--- src/rtl/mips_cache_data_nway.sv ---
// N-way set-associative write-through, no-write-allocate data cache with tree
// pseudo-LRU replacement and an internal fill/write FSM on an Avalon-style bus.
module mips_cache_data_nway #(
   parameter int INDEX_BITS = 3,
   parameter int WAY_BITS   = 2
) (
   input  logic        clk,
   input  logic        rst,
   input  logic [31:0] addr,
   input  logic        read_en,
   input  logic        write_en,
   input  logic [31:0] writedata,
   input  logic [3:0]  byte_en,
   output logic [31:0] readdata,
   output logic        stall,
   output logic [31:0] mem_address,
   output logic        mem_read,
   output logic        mem_write,
   output logic [31:0] mem_writedata,
   output logic [3:0]  mem_byteenable,
   input  logic [31:0] mem_readdata,
   input  logic        mem_waitrequest
);
   localparam int SETS   = 1 << INDEX_BITS;
   localparam int WAYS   = 1 << WAY_BITS;
   localparam int TAG_W  = 30 - INDEX_BITS;
   localparam int NODE_W = WAY_BITS + 1;
   localparam int TREE_W = 2 * WAYS;

   typedef enum logic [1:0] {IDLE, FILL, WRITE} state_t;

   state_t state_reg, state_next;

   logic             valid_reg [SETS][WAYS];
   logic [TAG_W-1:0] tag_reg   [SETS][WAYS];
   logic [31:0]      data_reg  [SETS][WAYS];
   logic [WAYS-2:0]  plru_reg  [SETS];

   logic [INDEX_BITS-1:0] index;
   logic [TAG_W-1:0]      tag;
   logic [WAYS-1:0]       way_hit;
   logic [WAYS-1:0]       way_inv;
   logic                  hit;
   logic [WAY_BITS-1:0]   hit_way;
   logic [WAY_BITS-1:0]   victim_way;
   logic [WAY_BITS-1:0]   touch_way;
   logic [31:0]           hit_data;
   logic [31:0]           merged_data;
   logic [TREE_W-1:0]     plru_pad;
   logic [TREE_W-1:0]     touch_tree;
   logic                  unused_ok;

   assign index     = addr[INDEX_BITS+1:2];
   assign tag       = addr[31:INDEX_BITS+2];
   assign unused_ok = &{1'b0, addr[1:0], touch_tree[TREE_W-1:WAYS-1]};

   // Tree walk from the root: a 0 bit points left, a 1 bit points right.
   function automatic logic [WAY_BITS-1:0] plru_victim(input logic [TREE_W-1:0] t);
      logic [NODE_W-1:0] node;
      node = '0;
      for (int l = 0; l < WAY_BITS; l++)
         node = {node[NODE_W-2:0], 1'b0} + NODE_W'(1) + NODE_W'(t[node]);
      return WAY_BITS'(node - NODE_W'(WAYS - 1));
   endfunction

   // Every node on the path to w is flipped to point away from w.
   function automatic logic [TREE_W-1:0] plru_touch(input logic [TREE_W-1:0] t,
                                                    input logic [WAY_BITS-1:0] w);
      logic [NODE_W-1:0] node;
      logic [TREE_W-1:0] r;
      logic              d;
      node = '0;
      r    = t;
      for (int l = 0; l < WAY_BITS; l++) begin
         d       = w[WAY_BITS-1-l];
         r[node] = ~d;
         node    = {node[NODE_W-2:0], 1'b0} + NODE_W'(1) + NODE_W'(d);
      end
      return r;
   endfunction

   genvar gi;
   generate
      for (gi = 0; gi < WAYS; gi++) begin : g_way
         assign way_hit[gi] = valid_reg[index][gi] && (tag_reg[index][gi] == tag);
         assign way_inv[gi] = ~valid_reg[index][gi];
      end
      for (gi = 0; gi < 4; gi++) begin : g_lane
         assign merged_data[8*gi +: 8] = byte_en[gi] ? writedata[8*gi +: 8]
                                                     : hit_data[8*gi +: 8];
      end
   endgenerate

   assign hit      = |way_hit;
   assign hit_data = data_reg[index][hit_way];
   assign plru_pad = {{(WAYS + 1){1'b0}}, plru_reg[index]};

   always_comb begin
      hit_way = '0;
      for (int w = 0; w < WAYS; w++)
         if (way_hit[w]) hit_way = WAY_BITS'(w);
   end

   // An empty way is always filled before the PLRU tree is consulted.
   always_comb begin
      victim_way = plru_victim(plru_pad);
      for (int w = WAYS - 1; w >= 0; w--)
         if (way_inv[w]) victim_way = WAY_BITS'(w);
   end

   assign touch_way  = (state_reg == FILL) ? victim_way : hit_way;
   assign touch_tree = plru_touch(plru_pad, touch_way);

   assign stall = (state_reg != IDLE) | (read_en & ~hit & ~write_en) | (write_en & (|byte_en));

   always_comb begin
      state_next     = state_reg;
      readdata       = '0;
      mem_read       = 1'b0;
      mem_write      = 1'b0;
      mem_address    = {addr[31:2], 2'b00};
      mem_writedata  = writedata;
      mem_byteenable = 4'hF;
      case (state_reg)
         IDLE: begin
            if (write_en) begin
               if (|byte_en) state_next = WRITE;
            end else if (read_en) begin
               if (hit) readdata = hit_data;
               else     state_next = FILL;
            end
         end
         FILL: begin
            mem_read = 1'b1;
            if (!mem_waitrequest) state_next = IDLE;
         end
         WRITE: begin
            mem_write      = 1'b1;
            mem_byteenable = byte_en;
            if (!mem_waitrequest) state_next = IDLE;
         end
         default: state_next = IDLE;
      endcase
   end

   always_ff @(posedge clk) begin
      if (rst) begin
         state_reg <= IDLE;
         for (int s = 0; s < SETS; s++) begin
            plru_reg[s] <= '0;
            for (int w = 0; w < WAYS; w++) begin
               valid_reg[s][w] <= 1'b0;
               tag_reg[s][w]   <= '0;
               data_reg[s][w]  <= '0;
            end
         end
      end else begin
         state_reg <= state_next;
         case (state_reg)
            IDLE: begin
               if (read_en && !write_en && hit)
                  plru_reg[index] <= touch_tree[WAYS-2:0];
            end
            FILL: begin
               if (!mem_waitrequest) begin
                  valid_reg[index][victim_way] <= 1'b1;
                  tag_reg[index][victim_way]   <= tag;
                  data_reg[index][victim_way]  <= mem_readdata;
                  plru_reg[index]              <= touch_tree[WAYS-2:0];
               end
            end
            WRITE: begin
               if (!mem_waitrequest && hit) begin
                  data_reg[index][hit_way] <= merged_data;
                  plru_reg[index]          <= touch_tree[WAYS-2:0];
               end
            end
            default: ;
         endcase
      end
   end
endmodule

--- config.mk ---
export PLATFORM = sky130hd
export DESIGN_NAME = mips_cache_data_nway
export DESIGN_NICKNAME = d
export VERILOG_FILES = /design/src/rtl/mips_cache_data_nway.sv
export SDC_FILE = /design/constraint.sdc
export NUM_CORES = 2
export LEC_CHECK = 0
export ABC_AREA = 1
export BUFFER_PORTS_ARGS = -buffer_cell sky130_fd_sc_hd__buf_2
export CAP_MARGIN = 20
export CELL_PAD_IN_SITES_DETAIL_PLACEMENT = 1
export CELL_PAD_IN_SITES_GLOBAL_PLACEMENT = 2
export CORE_AREA = 10 10 465 467
export DETAILED_ROUTE_END_ITERATION = 10
export DIE_AREA = 0 0 475 477
export PLACE_DENSITY_LB_ADDON = 0.1
export SETUP_SLACK_MARGIN = 0.02
export SKIP_LAST_GASP = 1
export SYNTH_ARGS = -nofsm -noshare
export SYNTH_HDL_FRONTEND = slang
export SYNTH_SLANG_ARGS = --single-unit
--- constraint.sdc ---
create_clock -name clk -period 7.67 [get_ports clk]
set_clock_uncertainty 0.1 [all_clocks]
set_input_delay 1.534 -clock clk [delete_from_list [all_inputs] [get_ports clk]]
set_output_delay 1.534 -clock clk [all_outputs]
set_load 0.05 [all_outputs]
# Word level (Yosys, flattened, before mapping)
# Memory sizes are Yosys's and may differ from the RTL's.
# Index checks and enable logic that the tools add are counted.
# classes
eq_ne,10
addsub,5
muxes,201
magnitude_cmp,7
n_reduce_logical,22
n_bitwise,141
# ops
operator,count
2-to-1 mux 128 bit,4
2-to-1 mux 108 bit,3
2-to-1 mux 32 bit,8
2-to-1 mux 1 bit,149
bitwise OR 1 bit,132
demux 32 bit (select 2 bit),2
OR reduction 128 bit,1
== test 27 bit,4
OR reduction 108 bit,1
binary-select mux 32 bit (select 2 bit),1
demux 27 bit (select 2 bit),1
2-to-1 mux 8 bit,4
2-to-1 mux 27 bit,1
2-to-1 mux 2 bit,12
2-to-1 mux 3 bit,7
2-to-1 mux 4 bit,4
OR reduction 4 bit,3
logical AND 1 bit,10
inequality test 3 bit (second input constant),3
bitwise mux 8 bit,1
< comparator 2 x 4 -> 1 bit (second input constant),2
greater-or-equal comparator 3 bit (second input constant),2
< comparator 3 x 1 -> 1 bit (second input constant),2
inverter 2 -> 3 bit,2
20 further kinds,27
# word_totals
output_inout_bits,103
wordCells,391
mem_bits_rw,1944
inputBits,105
regBits,2
n_memories,4
# mem_list
name,depth,width,rd,rd_clocked_by_memory_dff,write_ports,line,source
data_reg,8,128,1,0,8,36,logic [31:0] data_reg [SETS][WAYS];
tag_reg,8,108,1,0,8,35,logic [TAG_W-1:0] tag_reg [SETS][WAYS];
valid_reg,8,4,1,0,8,34,logic valid_reg [SETS][WAYS];
plru_reg,8,3,1,0,8,37,logic [WAYS-2:0] plru_reg [SETS];

# Logic depth before layout (Yosys ltp)
# An unclocked memory read counts as a cell.
# depth
depth_word,20
depth_mapped,27
depth_no_buf,22

# Least setup slack after synthesis
# Ideal clock, no wire load.
# synth_path
path_kind,in2out
from,in addr[2]
to,out readdata[21]
path_buffers,4
t_arrival_ps,4455
path_stages,20
required_ps,6036
slack_ps,1581
path_cell_list,buf_4 buf_6 buf_6 buf_2 nor2_1 nor2_1 o21ai_1 nand2_1 o21ai_1 nand2_1 nor2_1 nand2_1 nor2_1 nand2_1 nor2_4 nand3b_4 nand2_1 nor2_1 inv_1 a31oi_1
# synth_via
elab_chain_len,14
word_cells_on_any_way,23
cone_classes,eq/ne (4); mux (10); bitwise (1); reduce/logical (5); memory (3)
# synth_lines
element,line,source
start: declaration,9,"input logic [31:0] addr,"
memory read (8 x 108 bit),n/a,
== test 27 bit,85,assign way_hit[gi] = valid_reg[index][gi] && (tag_reg[index][gi] == tag);
logical AND 1 bit,85,
2-to-1 mux 1 bit,101,if (way_hit[w]) hit_way = WAY_BITS'(w);
2-to-1 mux 2 bit (2 in series),101,
inverter 2 -> 3 bit (implied by the code),95,assign hit_data = data_reg[index][hit_way];
binary-select mux 32 bit (select 2 bit),95,
2-to-1 mux 32 bit (implied by the code) (2 in series),95,
2-to-1 mux 32 bit (*),129,if (hit) readdata = hit_data;
2-to-1 mux 32 bit (*),128,end else if (read_en) begin
2-to-1 mux 32 bit (*),126,if (write_en) begin
2-to-1 mux 32 bit (*),124,case (state_reg)
end: declaration,14,"output logic [31:0] readdata,"
# Every way passes the cells marked *; elsewhere a longest branch is shown, timed or not. The select of a mux whose other input is x is not followed.

# Worst setup path after layout
# layout_path
from,in addr[2]
to,out readdata[4]
# Same word-level chain as after synthesis.

==> summary.txt <==
Global routing
  • Largest net degree at the start of global routing: 147
  • Initial antenna violation count: 14
  • Vias in the first global route: ~75000
  • Global route overflow: 0
  • Total Routing Usage GR: 0.333
  • First-pass GRT wire length: 545 mm

STA
  • Fmax: 0.134 GHz
  • Tcrit/Tclk final: 0.975
  • Minimum clock period: 7.48 ns
  • Sum of negative setup slack: 0 ns
  • Endpoints failing hold: 0
  • Max Slew Vio Count: 0
  • Slew margin rel.: 0.279
  • Unrepaired setup endpoints after global routing: no
  • Slew @ Worst Pin: between 1 and 1.5 ns
  • Final setup fails: 0

Power and ir drop
  • Pleak: 0.0415 µW
  • Cell Pwr Density: between 200 and 250 nW/µm²
  • PnR Total Power: ~24000 µW
  • Worst VDD drop: around 0.24 mV

Place
  • Placed cell area: 97500 µm²
  • Port buffer count: ~200
  • Final Wtd Congestion: ~0.95
  • Final HPWL DP: approximately 250 mm

Final layout
  • Largest register FFs: between 1000 and 1500
  • Final nets: between 9000 and 10000
  • Area Growth Syn to Fin: 12.6%
  • Final core utilization: 0.504
  • Final Cell Area: 104000 µm²
  • Layout cells sized above 1: 0.122

Critical path
  • Critical path startpoint category: input port
  • Crit Path Class: in -> out
  • Worst path slowest cell: nor2_4
  • R2r worst-path depth: 21
  • Crit-path max cell delay: approximately 0.47 ns
  • Crit path top cell by count: nand2_1
  • Crit path max fanout: 74
  • Worst path cell trace: buf_8, buf_12, nand2_1, inv_6, nand2_1, nand2_1, nor2_1, nand2_1, nand2_1, nand2_1, nand2_1, nor2_1, nand3_1, nor2_4, nor2_4, nand3b_4, nand2_1, nor2_4, buf_12, inv_1, a31oi_1, buf_2
  • CP endpoint kind: output pin
  • CP Data Arrival Time: approximately 5.8 ns
  • WP data required: between 6 and 7 ns

Clocking
  • Clock Sinks: 1946
  • Cts repair resizes: 0
  • Root buf cell: clkbuf_16
  • Clock Latency Late Sink: between 0.8 and 0.9 ns
  • Post-CTS Hold Buffers: 0
  • TritonCTS clock tree: yes
  • Clock-pin slew on the worst setup and hold paths: about 0.060 ns
  • Longest Clk Path Bufs: 3
  • Num CTS Buffers: between 200 and 250
  • H-tree depth: 4
  • Post-CTS setup buffer count: 0

Synthesis
  • Sequential area share after synthesis: 0.629
  • Avg Cell Area, Syn: approximately 10 µm²
  • Synth Register Bits: about 2000
  • Synth Flop Type: edfxtp_1
  • Synth unique cells: 52
  • Post-synth EDFFs: around 1900
  • Synth async-reset ratio: 0
  • Mapped Cells: just over 9000
  • Synthesized area: around 92000 µm²
  • Synth warnings: 0

Status
  • Outcome: complete, no violations

Detailed routing
  • Via count: between 70000 and 80000
  • Post-route ant nets: 0
  • Via/cell ratio: around 6.1
  • Routed WL per cell: ~32 µm
  • Drt first-iter violations: 7290
  • TritonRoute pass-1 iters: 6
  • Final WL: ~390 mm
  • Drt drc: 0

Floorplan
  • Core footprint: 206000 µm²
  • DIE AREA: 227000 µm²
  • Row cnt: around 170
  • Die W: ~480 µm
  • Die Ht: 477 µm
  • Initial core utilization: 0.448
  • I/O Pins: between 200 and 250

Flow run
  • Max-Cap Viols: 0

Worst hold path
  • Worst hold path depth: 2
  • Hold Crit Class: reg -> reg
power by group:
part	switching [µW]	internal [µW]
clock	4350	5480
combinational	1830	489
sequential	105	12000
layout by cell type, fill, tap and decap left out, types with 21 or more instances in the layout:
cell / synthesis / final
nand2_2: 6 / 40
nand3_2: 39 / 39
clkinv_1: 16 / 80
buf_12: 6 / 71
a22oi_1: 147 / 147
o21ai_0: 83 / 83
clkbuf_16: 0 / 218
o21ai_1: 87 / 87
nor2_1: 1219 / 1216
a21oi_1: 1064 / 1064
clkinv_2: 0 / 24
nor3_1: 25 / 25
o211ai_1: 21 / 21
a221oi_1: 113 / 113
a22o_1: 58 / 58
nand2_1: 2579 / 2545
nand3_4: 91 / 91
buf_2: 127 / 192
inv_2: 14 / 23
edfxtp_1: 1912 / 1912
nand4_2: 31 / 31
nand4_1: 184 / 184
dfxtp_1: 34 / 34
clkbuf_1: 366 / 58
inv_1: 388 / 374
or2_2: 43 / 43
or2_1: 30 / 30
buf_4: 100 / 333
nand3_1: 291 / 291
synthesized netlist by cell type, types with 16 or more instances:
library cell | count | area share
nand2_1 | 2579 | 0.10
buf_6 | 17 | 0.0021
or2_2 | 43 | 0.0029
or2_1 | 30 | 0.0020
nand4_2 | 31 | 0.0042
nand3_2 | 39 | 0.0042
clkinv_1 | 16 | 0.00065
a22oi_1 | 147 | 0.012
nand4_1 | 184 | 0.012
nor3_1 | 25 | 0.0014
o21ai_0 | 83 | 0.0045
edfxtp_1 | 1912 | 0.62
a21oi_1 | 1064 | 0.058
inv_1 | 388 | 0.016
o21ai_1 | 87 | 0.0047
nand3_1 | 291 | 0.016
buf_1 | 75 | 0.0030
buf_4 | 100 | 0.0081
a221oi_1 | 113 | 0.011
clkbuf_1 | 366 | 0.015
a22o_1 | 58 | 0.0055
nor2_1 | 1219 | 0.050
o211ai_1 | 21 | 0.0017
nand3_4 | 91 | 0.017
buf_2 | 127 | 0.0069
dfxtp_1 | 34 | 0.0074
through the flow:
step / std cells / setup slack [ns] / hold WS, ns
after global routing: 12200 / 0.0978 / 0.377
after detailed placement: 11800 / 0.350 / 0.342
final: 12300 / 0.193 / 0.352
after CTS: 12200 / 0.286 / 0.354
after global placement: 11800 / 0.327 / 0.337
after floorplan: 9231 / 1.58 / 0.327
cells by family (layout without fill, tap and decap cells):
logic type	after synthesis	after routing	share of synthesized area
other cells	1	22	0.0000406
simple gates	4573	4573	0.218
fa+ha+maj	3	3	0.000406
flops	1946	1946	0.629
buf+inv	1114	1411	0.0539
compound gates	1593	1593	0.0985
worst max-delay path: cells and delay by family:
family | cells | cell delay (ns)
AO/OA/AOI/OAI | 1 | 0.34
buffers and inverters | 6 | 1.46
AND/OR/NAND/NOR | 15 | 2.34
worst paths after layout:
check / start / endpoint / slack [ns]
setup / recovery: addr[2] / readdata[4] / 0.19
hold / removal: valid_reg[5][0]$_DFF_P_ / valid_reg[5][0]$_DFF_P_ / 0.35
setup reg to reg: tag_reg[5][20]$_SDFFCE_PN0P_ / data_reg[1][13]$_SDFFCE_PN0P_ / 2.84
hold reg to reg: valid_reg[5][0]$_DFF_P_ / valid_reg[5][0]$_DFF_P_ / 0.35
per-layer routing:
layer  share of wire  vias up  global-route usage
met2            0.47     3655               0.536
met1            0.38    37800               0.411
li1                -    32100                   -
met3           0.082      932              0.0569
met5        0.000026        -                   0
met4           0.075        2               0.219
area by class of cell:
| class | count | area (µm²) |
|---|---|---|
| Antenna cell | 20 | 50.0 |
| Sequential cell | 1946 | 58100 |
| Clock buffer | 286 | 5810 |
| Multi-Input combinational cell | 6171 | 29500 |
| Inverter | 420 | 1600 |
| Timing Repair Buffer | 597 | 4900 |
| Tap cell | 2704 | 3380 |
| Fill cell | 22600 | 102000 |
| Clock inverter | 108 | 699 |
Note: power is estimated with default switching activity, not from simulation.
